### config.mk
export PLATFORM = sky130hd
export DESIGN_NAME = fetch_stage
export DESIGN_NICKNAME = d
export VERILOG_FILES = /design/src/rtl/fetch_stage.sv
export SDC_FILE = /design/constraint.sdc
export NUM_CORES = 1
export LEC_CHECK = 0
export ABC_AREA = 1
export BUFFER_PORTS_ARGS = -buffer_cell sky130_fd_sc_hd__buf_2
export CORE_AREA = 2 2 129 131
export CTS_CLUSTER_DIAMETER = 120
export DETAILED_ROUTE_END_ITERATION = 10
export DIE_AREA = 0 0 131 133
export GPL_ROUTABILITY_DRIVEN = 0
export GPL_TIMING_DRIVEN = 0
export PLACE_DENSITY = 0.73
export SETUP_SLACK_MARGIN = 0.5
export SLEW_MARGIN = 0
export SYNTH_ARGS = -nofsm -noshare
export SYNTH_HDL_FRONTEND = slang
export SYNTH_SLANG_ARGS = --single-unit
### constraint.sdc
create_clock -name clk -period 4.4 [get_ports clk]
set_clock_uncertainty 0.15 [all_clocks]
set_input_delay 0.22 -clock clk [delete_from_list [all_inputs] [get_ports clk]]
set_output_delay 0.22 -clock clk [all_outputs]
set_load 0.1 [all_outputs]
### src/rtl/fetch_stage.sv
// Instruction fetch: owns the PC and the IF_ID register,
// selects the next PC from decode redirects and load-use stalls.
module fetch_stage #(
  parameter logic [31:0] RESET_PC = 32'h8000_0000,
  parameter logic [31:0] ILLOP_PC = 32'h8000_0004,
  parameter logic [31:0] XADR_PC  = 32'h8000_0008
) (
  input  logic        clk,
  input  logic        rst_n,
  output logic [31:0] inst_addr,
  input  logic [31:0] inst_data,
  input  logic        Z,
  input  logic        J,
  input  logic        JR,
  input  logic        PC_IF_ID_Write,
  input  logic [31:0] branch_target,
  input  logic [31:0] jump_target,
  input  logic [31:0] jr_target,
  input  logic        interrupt,
  input  logic        exception,
  output logic [63:0] IF_ID,
  output logic [31:0] pc
);

  typedef struct packed {
    logic [31:0] pc4;
    logic [31:0] inst;
  } if_id_t;

  logic [31:0] pc_q;
  logic [31:0] pc_inc;
  logic [31:0] next_pc;
  logic [31:0] t_inc;
  logic        redirect;
  logic        trap;
  logic        hold;
  if_id_t      if_id_q;
  if_id_t      if_id_d;

  // bit 31 (supervisor) is sticky; carry out of bit 30 drops
  function automatic logic [31:0] inc4(input logic [31:0] a);
    return {a[31], a[30:0] + 31'd4};
  endfunction

  assign pc_inc    = inc4(pc_q);
  assign inst_addr = pc_q;
  assign pc        = pc_q;
  assign IF_ID     = if_id_q;

  assign trap     = interrupt | exception;
  assign redirect = trap | JR | J | Z;
  assign hold     = ~PC_IF_ID_Write & ~trap;

  always_comb begin
    next_pc = pc_inc;
    priority case (1'b1)
      interrupt: next_pc = ILLOP_PC;
      exception: next_pc = XADR_PC;
      JR:        next_pc = jr_target;
      J:         next_pc = jump_target;
      Z:         next_pc = branch_target;
      default:   next_pc = pc_inc;
    endcase
  end

  assign t_inc = inc4(next_pc);

  // a flushed slot is a nop whose PC+4 names the target
  always_comb begin
    if_id_d.pc4  = pc_inc;
    if_id_d.inst = inst_data;
    if (redirect) begin
      if_id_d.pc4  = t_inc;
      if_id_d.inst = 32'h0000_0000;
    end
  end

  always_ff @(posedge clk or negedge rst_n) begin
    if (!rst_n) begin
      pc_q    <= RESET_PC;
      if_id_q <= '0;
    end else if (!hold) begin
      pc_q    <= next_pc;
      if_id_q <= if_id_d;
    end
  end

endmodule

Word level (Yosys, flattened, before mapping). Index checks and enable logic that the tools add are counted.

Flip-flop bits (word level): 96. Bits in latches: 0. Bits in writable memories: 0. Memory bits (read-only): 0. Input port bits: 136. Output and inout port bits: 128. Logic and storage cells: 18. Memories kept: 0.

Add/subtract/negate cells: 2. Multiply operators: 0. Divide/modulo/power cells: 0. Magnitude comparators: 0. Equality and inequality tests: 0. Shift operators: 0. Muxes and demuxes: 6. Bitwise gates (word level): 7. Reductions and logical operators: 0.

Operators with widths (number): $mux 32 (5); $mux 64 (1); $add 31x3->31 const B (2); $or 1x1->1 (4); $not 1->1 (2); $and 1x1->1 (1).

Depth between registers and ports, before layout. Gate-level depths: netlist of run 1.

Depth after elaboration: 8. Mapped depth: 24. Gate-level depth less buffers: 23.

Worst setup path before layout of run 1. No wires, ideal clock.

Path type: reg2reg. Start point: register pc_q[3], in the netlist inst_addr[3]. End point: register if_id_q, in the netlist IF_ID[54]. Library setup time: 0.120 ns. Arrival time: 2.943 ns. Data required time: 4.130 ns. Path slack: 1.187 ns. Stages on the path, launching flop included: 18. Buffers on the path: 0. Clock period less this slack: 3.213 ns. Cell sequence: dfrtp_1 ha_1 nand3_2 inv_2 nand3b_1 nand2_1 nor2_1 o21ai_2 nand2_1 nor2_2 nand2_2 nor2_8 nand2_4 nor2_8 xor2_1 nand2_1 nand2_1 nand2_1.

Word-level cells in the longest chain between the ends: 8.

RTL lines: start, declared (RTL line 30) `logic [31:0] pc_q;`; start signal, assigned (RTL line 83) `pc_q <= next_pc;`; $add 31x3->31 * (RTL line 42) `return {a[31], a[30:0] + 31'd4};`; $mux 32 (5 in a row) (RTL line 56) `priority case (1'b1)`; $add 31x3->31 (RTL line 42); $mux 64 * (RTL line 72) `if (redirect) begin`; end signal, assigned (RTL line 84) `if_id_q <= if_id_d;`; end, declared (RTL line 37) `if_id_t if_id_q;`.

Mark *: on every way between the ends. The rest lies on a longest branch, timed or not. A chain may end at the register's enable or synchronous reset.

Final worst setup path of run 1. Same ends and word-level chain as after synthesis.

==> results of run 1 <==
-- final cells by class --
class | instances | area [µm²] | area share [%]
diodes | 1 | 2.502 | 0.02677
plain buffers | 80 | 446.7 | 4.778
clock buffers | 9 | 225.2 | 2.409
clock inverters | 7 | 78.83 | 0.8433
inverters | 79 | 296.5 | 3.172
multi-input cells | 845 | 3948 | 42.23
flip-flops and latches | 96 | 2404 | 25.71
well taps | 220 | 275.3 | 2.945
repair buffers | 296 | 1672 | 17.88
-- logic make-up (layout without fill, tap and decap cells) --
group	count (synthesis)	count (layout)	synth area share [%]
AOI/OAI and AO/OA	134	134	10.72
xor gates and xnor gates	9	9	1.111
adders and majority gates	2	2	0.3527
buffers and inverters	159	471	10.48
DFF	96	96	33.88
other	0	1	0
and+or+nand+nor	700	700	43.46
-- flip-flops by register name, summed over array words and instances (netlist names) --
signal,count
IF_ID,64
inst_addr,32
-- cell usage after synthesis (all sizes together) --
library cell	number
a211o	1
a21oi	57
a22o	1
a31oi	10
and2	1
buf	52
clkbuf	28
clkinv	4
dfrtp	95
dfstp	1
ha	2
inv	75
nand2	396
nand3	124
nand3b	4
nand4	6
nor2	144
nor3	2
nor4	1
o2111ai	2
o211ai	4
o21ai	56
o21bai	3
or2	22
xnor2	2
xor2	7
-- worst max path at each step --
stage | startpoint | to | slack [ps]
2_1_floorplan | inst_addr[3]$_DFFE_PN0N_ | IF_ID[54]$_DFFE_PN0N_ | 1190
4_1_cts | inst_addr[2]$_DFFE_PN0N_ | IF_ID[54]$_DFFE_PN0N_ | 1290
6_report | inst_addr[3]$_DFFE_PN0N_ | IF_ID[54]$_DFFE_PN0N_ | 1220
3_3_place_gp | exception | inst_addr[3]$_DFFE_PN0N_ | 1020
5_1_grt | inst_addr[2]$_DFFE_PN0N_ | IF_ID[55]$_DFFE_PN0N_ | 990
3_5_place_dp | exception | IF_ID[52]$_DFFE_PN0N_ | 950
-- report_power, final --
part	leakage, nW	total, W	switching, W	internal (W)
Sequential	1.29	0.000966	0.0000441	0.000922
Combinational	3.68	0.000855	0.000658	0.000197
Clock	0.144	0.000827	0.000380	0.000447
-- metal layers --
metal	up-vias	track usage (%)
met2	471	49.71
met1	3844	40.51
li1	4109	-
met5	-	0
met3	81	5.176
met4	0	14.60
-- through the flow --
step	cell area, µm²	worst slack (ps)	instances
3_3_place_gp	8681	1019	1582
2_1_floorplan	7094	1187	1100
4_1_cts	9345	1292	1632
6_report	9348	1219	1633
5_1_grt	9348	988.3	1633
3_5_place_dp	8711	954.4	1583
-- worst min-delay path: cells and delay by family --
family | cells | cell delay (ps)
and+or+nand+nor | 1 | 70
buffers and inverters | 1 | 80
AOI/OAI and AO/OA | 1 | 120
==> results.toml, run 1 <==
[synth]
yosysSeqAreaShare_pct = 33.88
synth.area.top_cells = "dfrtp_1 (34%), nand2_1 (20%), nand3_1 (8.5%)"
ys_seq_elements = 96
synth_cells = 1100
ys_warn_count = 0
syn-num-nets = 1238
yosysTopAreaCell = "dfrtp_1"
yosysUniqueCellTypes = 39
synth.avg_cell_area_um2 = 6.449
synth_top_area_share_pct = 33.51
syn_area_um2 = 7094

[sta]
fin_crit_ps = 3181
worst_pin_slew_ps = 782.2
holdWs_ps = 25.55
slew_headroom_pct = 47.66
rsz0062_at_grt = "no"
fin_crit_sh_pct = 72.30
setup_tns_ps = 0
hold_viol = 0
drv_slew = 0
finalSetupViolCount = 0
max_freq_mhz = 314.3

[power_and_ir_drop]
p_per_area_nw_per_um2 = 283.4
p_total_w = 0.002649
ir_drop_v = 0.0001867
leakagePower_nw = 5.111

[routing]
vias_per_cell = 5.208
vias = 8505
highest_layer = "met4"
dr_wl_met2_um = 12470
wl_met1_um = 11150
dr.pass1.iters = 7
post_drt_wl_per_cell_um = 16.68
drt_iter0_drc = 758
met3_length_um = 2501
wl_um = 27230
drc = 0
antenna_left = 0

[critical_path]
path_cells = "ha_1, nand3_2, inv_2, nand2_2, nor2_2, nand2_1, nand2_1, nand3_1, nand2_1, nand2_1, nand2_1, nand2_1, nor2_1, nand2_2, nor2_8, xor2_1, nand2_1, nand2_1, nand2_1"
cp_slowest_cell = "dfrtp_1"
crit_path_end_kind = "flip-flop"
r2r_cells = 19
crit_path_max_fanout = 7
cp_common_cell = "nand2_1"
path_delay_family = "simple AND/OR/NAND/NOR gates"
start_kind = "flip-flop"
r2r-start = "inst_addr[3]$_DFFE_PN0N_"
path_depth = 19
worst-setup-path-type = "flip-flop to flip-flop"
r2r_end = "IF_ID[54]$_DFFE_PN0N_"
worstPathRequired_ps = 4500
r2r_setup_slack_ps = 1220
cp.arrival_ps = 3280
path_buf_inv = 1
slowest_delay_ps = 510

[clock_network]
cts_resized = 0
cts_sinks = 96
cts_root_buffer = "clkbuf_16"
htree_levels = 3
numCtsBuffers = 9
cts_setup_buffers = 0
clk_pin_slew_worst_paths_ps = 70
clk_path_buf_depth = 2
cts_hold_buf = 33
cts_tree = "yes"
clock_latency_ps = 360

[global_routing]
grt_max_degree = 69
grtUsageTotal_pct = 30.99
overflow = 0
antenna_found_initial = 1
grt_pass1_wl_um = 41210
grt_pass1_vias = 7949

[min_path]
min_path_cells = 3
worst_hold_path_type = "input port to flip-flop"
hold_end = "IF_ID[33]$_DFFE_PN0N_"
hp-start = "jr_target[1]"

[floorplan]
dieArea_um2 = 17420
die_height_um = 133
ios = 264
core_um2 = 16170
fp.dieW_um = 131
start_util_pct = 43.87
rows = 47

[cells_and_area]
area_delta_synth_final_pct = 31.76
final_layout_size_suffix_gt1_share_pct = 29.39
layout_common_cells = "nand2_1 (375), buf_2 (276), nand3_1 (120)"
fin_nets = 1545
mostFrequentLayoutCell = "nand2_1"
n_fill_cell = 1569
final_core_util_pct = 57.80

[job]
maxCapViolations = 0

[status]
status = "complete, no violations"

[placed_design]
dp_hpwl_um = 20600
placement.io_buffers = 262
(Power assumes the default switching activity.)
==> run 2: changes to the inputs <==
- clock period: 4.4 -> 3.1 ns (I/O delays scaled with it)
==> results.toml, run 2 (synthesis gave the netlist of run 1 again) <==
[status]
status = "complete, no violations"

[critical_path]
worst-setup-path-type = "flip-flop to flip-flop"
path_delay_family = "simple AND/OR/NAND/NOR gates"
worstPathRequired_ps = 3210
cp_slowest_cell = "dfrtp_4"
path_cells = "ha_4, nand2_2, nand3_2, nand2_2, a21oi_4, buf_4, nand2_1, nor2_4, nand3_4, nor2_4, nand2_4, nor2_4, nand2_4, nor2_4, nand2_1, nand3_1, nand2_1, nand2_1, nand2_1"
slowest_delay_ps = 500
path_buf_inv = 1
cp_common_cell = "nand2_1"
crit_path_max_fanout = 3
crit_path_end_kind = "flip-flop"
cp.arrival_ps = 3020
r2r_setup_slack_ps = 180
start_kind = "flip-flop"

[power_and_ir_drop]
p_total_w = 0.003878
p_per_area_nw_per_um2 = 390.9
ir_drop_v = 0.0002677
leakagePower_nw = 5.288

[cells_and_area]
fin_area_um2 = 9921
antenna_cells = 0
area_delta_synth_final_pct = 39.84
final_cells = 1658
final_layout_size_suffix_gt1_share_pct = 35.67
seq_area_um2 = 2444
fin_nets = 1571
largest_register_ffs = 64
layout_common_cells = "nand2_1 (363), buf_2 (276), nand3_1 (115)"
n_fill_cell = 1503
multi_input_area_um2 = 4235
mostFrequentLayoutCell = "nand2_1"
final_core_util_pct = 61.35

[routing]
vias = 8870
drt_iter0_drc = 790
vias_per_cell = 5.350
drc = 0
antenna_left = 0
dr.pass1.iters = 6
post_drt_wl_per_cell_um = 17.22
wl_um = 28550

[sta]
fin_crit_sh_pct = 94.08
hold_viol = 0
slew_headroom_pct = 48.34
finalSetupViolCount = 0
rsz0062_at_grt = "yes"
drv_slew = 0
worst_pin_slew_ps = 774.9
max_freq_mhz = 342.9
fin_crit_ps = 2916

[global_routing]
overflow = 0
grt_pass1_vias = 8156
grt_pass1_wl_um = 42460
antenna_found_initial = 1
grtUsageTotal_pct = 31.86
grt_max_degree = 67

[floorplan]
core_um2 = 16170
die_height_um = 133
rows = 47
fp.dieW_um = 131
start_util_pct = 43.87
dieArea_um2 = 17420
ios = 264

[clock_network]
htree_levels = 3
numCtsBuffers = 9
clk_path_buf_depth = 2
cts_root_buffer = "clkbuf_16"
cts_tree = "yes"
clk_pin_slew_worst_paths_ps = 80
clock_latency_ps = 360
cts_sinks = 96

[placed_design]
postPlaceCellArea_um2 = 8787
dp_hpwl_um = 20760
placement.io_buffers = 262
dpl.cell_count = 1583

[min_path]
worst_hold_path_type = "input port to flip-flop"

[job]
maxCapViolations = 0
[run 2: cell types whose count changed in the layout (fill, tap and decap cells not counted), moves of 5 or more]
cell	change
a21oi_1	-6
nand3_1	-5
dfrtp_1	-24
dfrtp_2	+20
nor2_1	-13
nand2_1	-12
nand2_2	+10
nor2_4	+9
buf_4	+17
nand3_4	+5
buf_6	+6
[run 2: worst min-delay path, delay by kind of cell]
family | cells | cell delay [ps]
AO/OA/AOI/OAI | 1 | 70
buffers and inverters | 1 | 90
AND/OR/NAND/NOR | 3 | 160
[run 2: final cells by class]
cell class / count / share of cell area [%]
inverters: 79 / 3.052
well taps: 220 / 2.775
flip-flops and latches: 96 / 24.63
multi-input cells: 845 / 42.69
clock inverters: 7 / 0.9333
clock buffers: 9 / 2.270
plain buffers: 80 / 4.528
repair buffers: 322 / 19.12
[run 2: power by group]
group	internal, W	switching [W]	total [W]
logic	0.000308	0.000969	0.00128
clock network	0.000654	0.000571	0.00123
registers	0.00131	0.0000620	0.00138
[run 2: final timing paths]
path	startpoint	end	cells after the start
max	inst_addr[2]$_DFFE_PN0N_	IF_ID[53]$_DFFE_PN0N_	19
min	jr_target[31]	IF_ID[63]$_DFFE_PN0N_	5
max reg2reg	inst_addr[2]$_DFFE_PN0N_	IF_ID[53]$_DFFE_PN0N_	19
min reg2reg	IF_ID[63]$_DFFE_PN0N_	IF_ID[63]$_DFFE_PN0N_	2
max in group asynchronous	rst_n	inst_addr[31]$_DFFE_PN1N_	3
min in group asynchronous	rst_n	IF_ID[44]$_DFFE_PN0N_	2
[run 2: what timing repair did]
action,in CTS,in global routing
buffers inserted,10,13
hold buffers,36,0
endpoints found under the hold margin,68,0
endpoints found under the setup margin,51,39
resized for setup,26,49
pin swaps,10,25
[run 2: per-layer routing]
metal  GRT usage (%)  routed length [µm]  vias to the layer above  part of all wire, %
met1           41.54               11580                     4078                   41
li1                -                   -                     4151                    -
met3           5.378                2679                      100                  9.4
met2           51.76               13040                      539                   46
met5               0                   8                        -                0.028
met4           13.83                1242                        2                  4.4
[run 2: through the flow]
stage                     setup WS (ps)  TNS [ps]  hold WS, ps
after global routing              33.86         0        61.01
after floorplan                   318.0         0       -290.6
final                             183.6         0     0.003830
after global placement           -252.8     -2631        227.4
after CTS                         267.6         0        6.940
after detailed placement         -264.5     -2597       -16.82
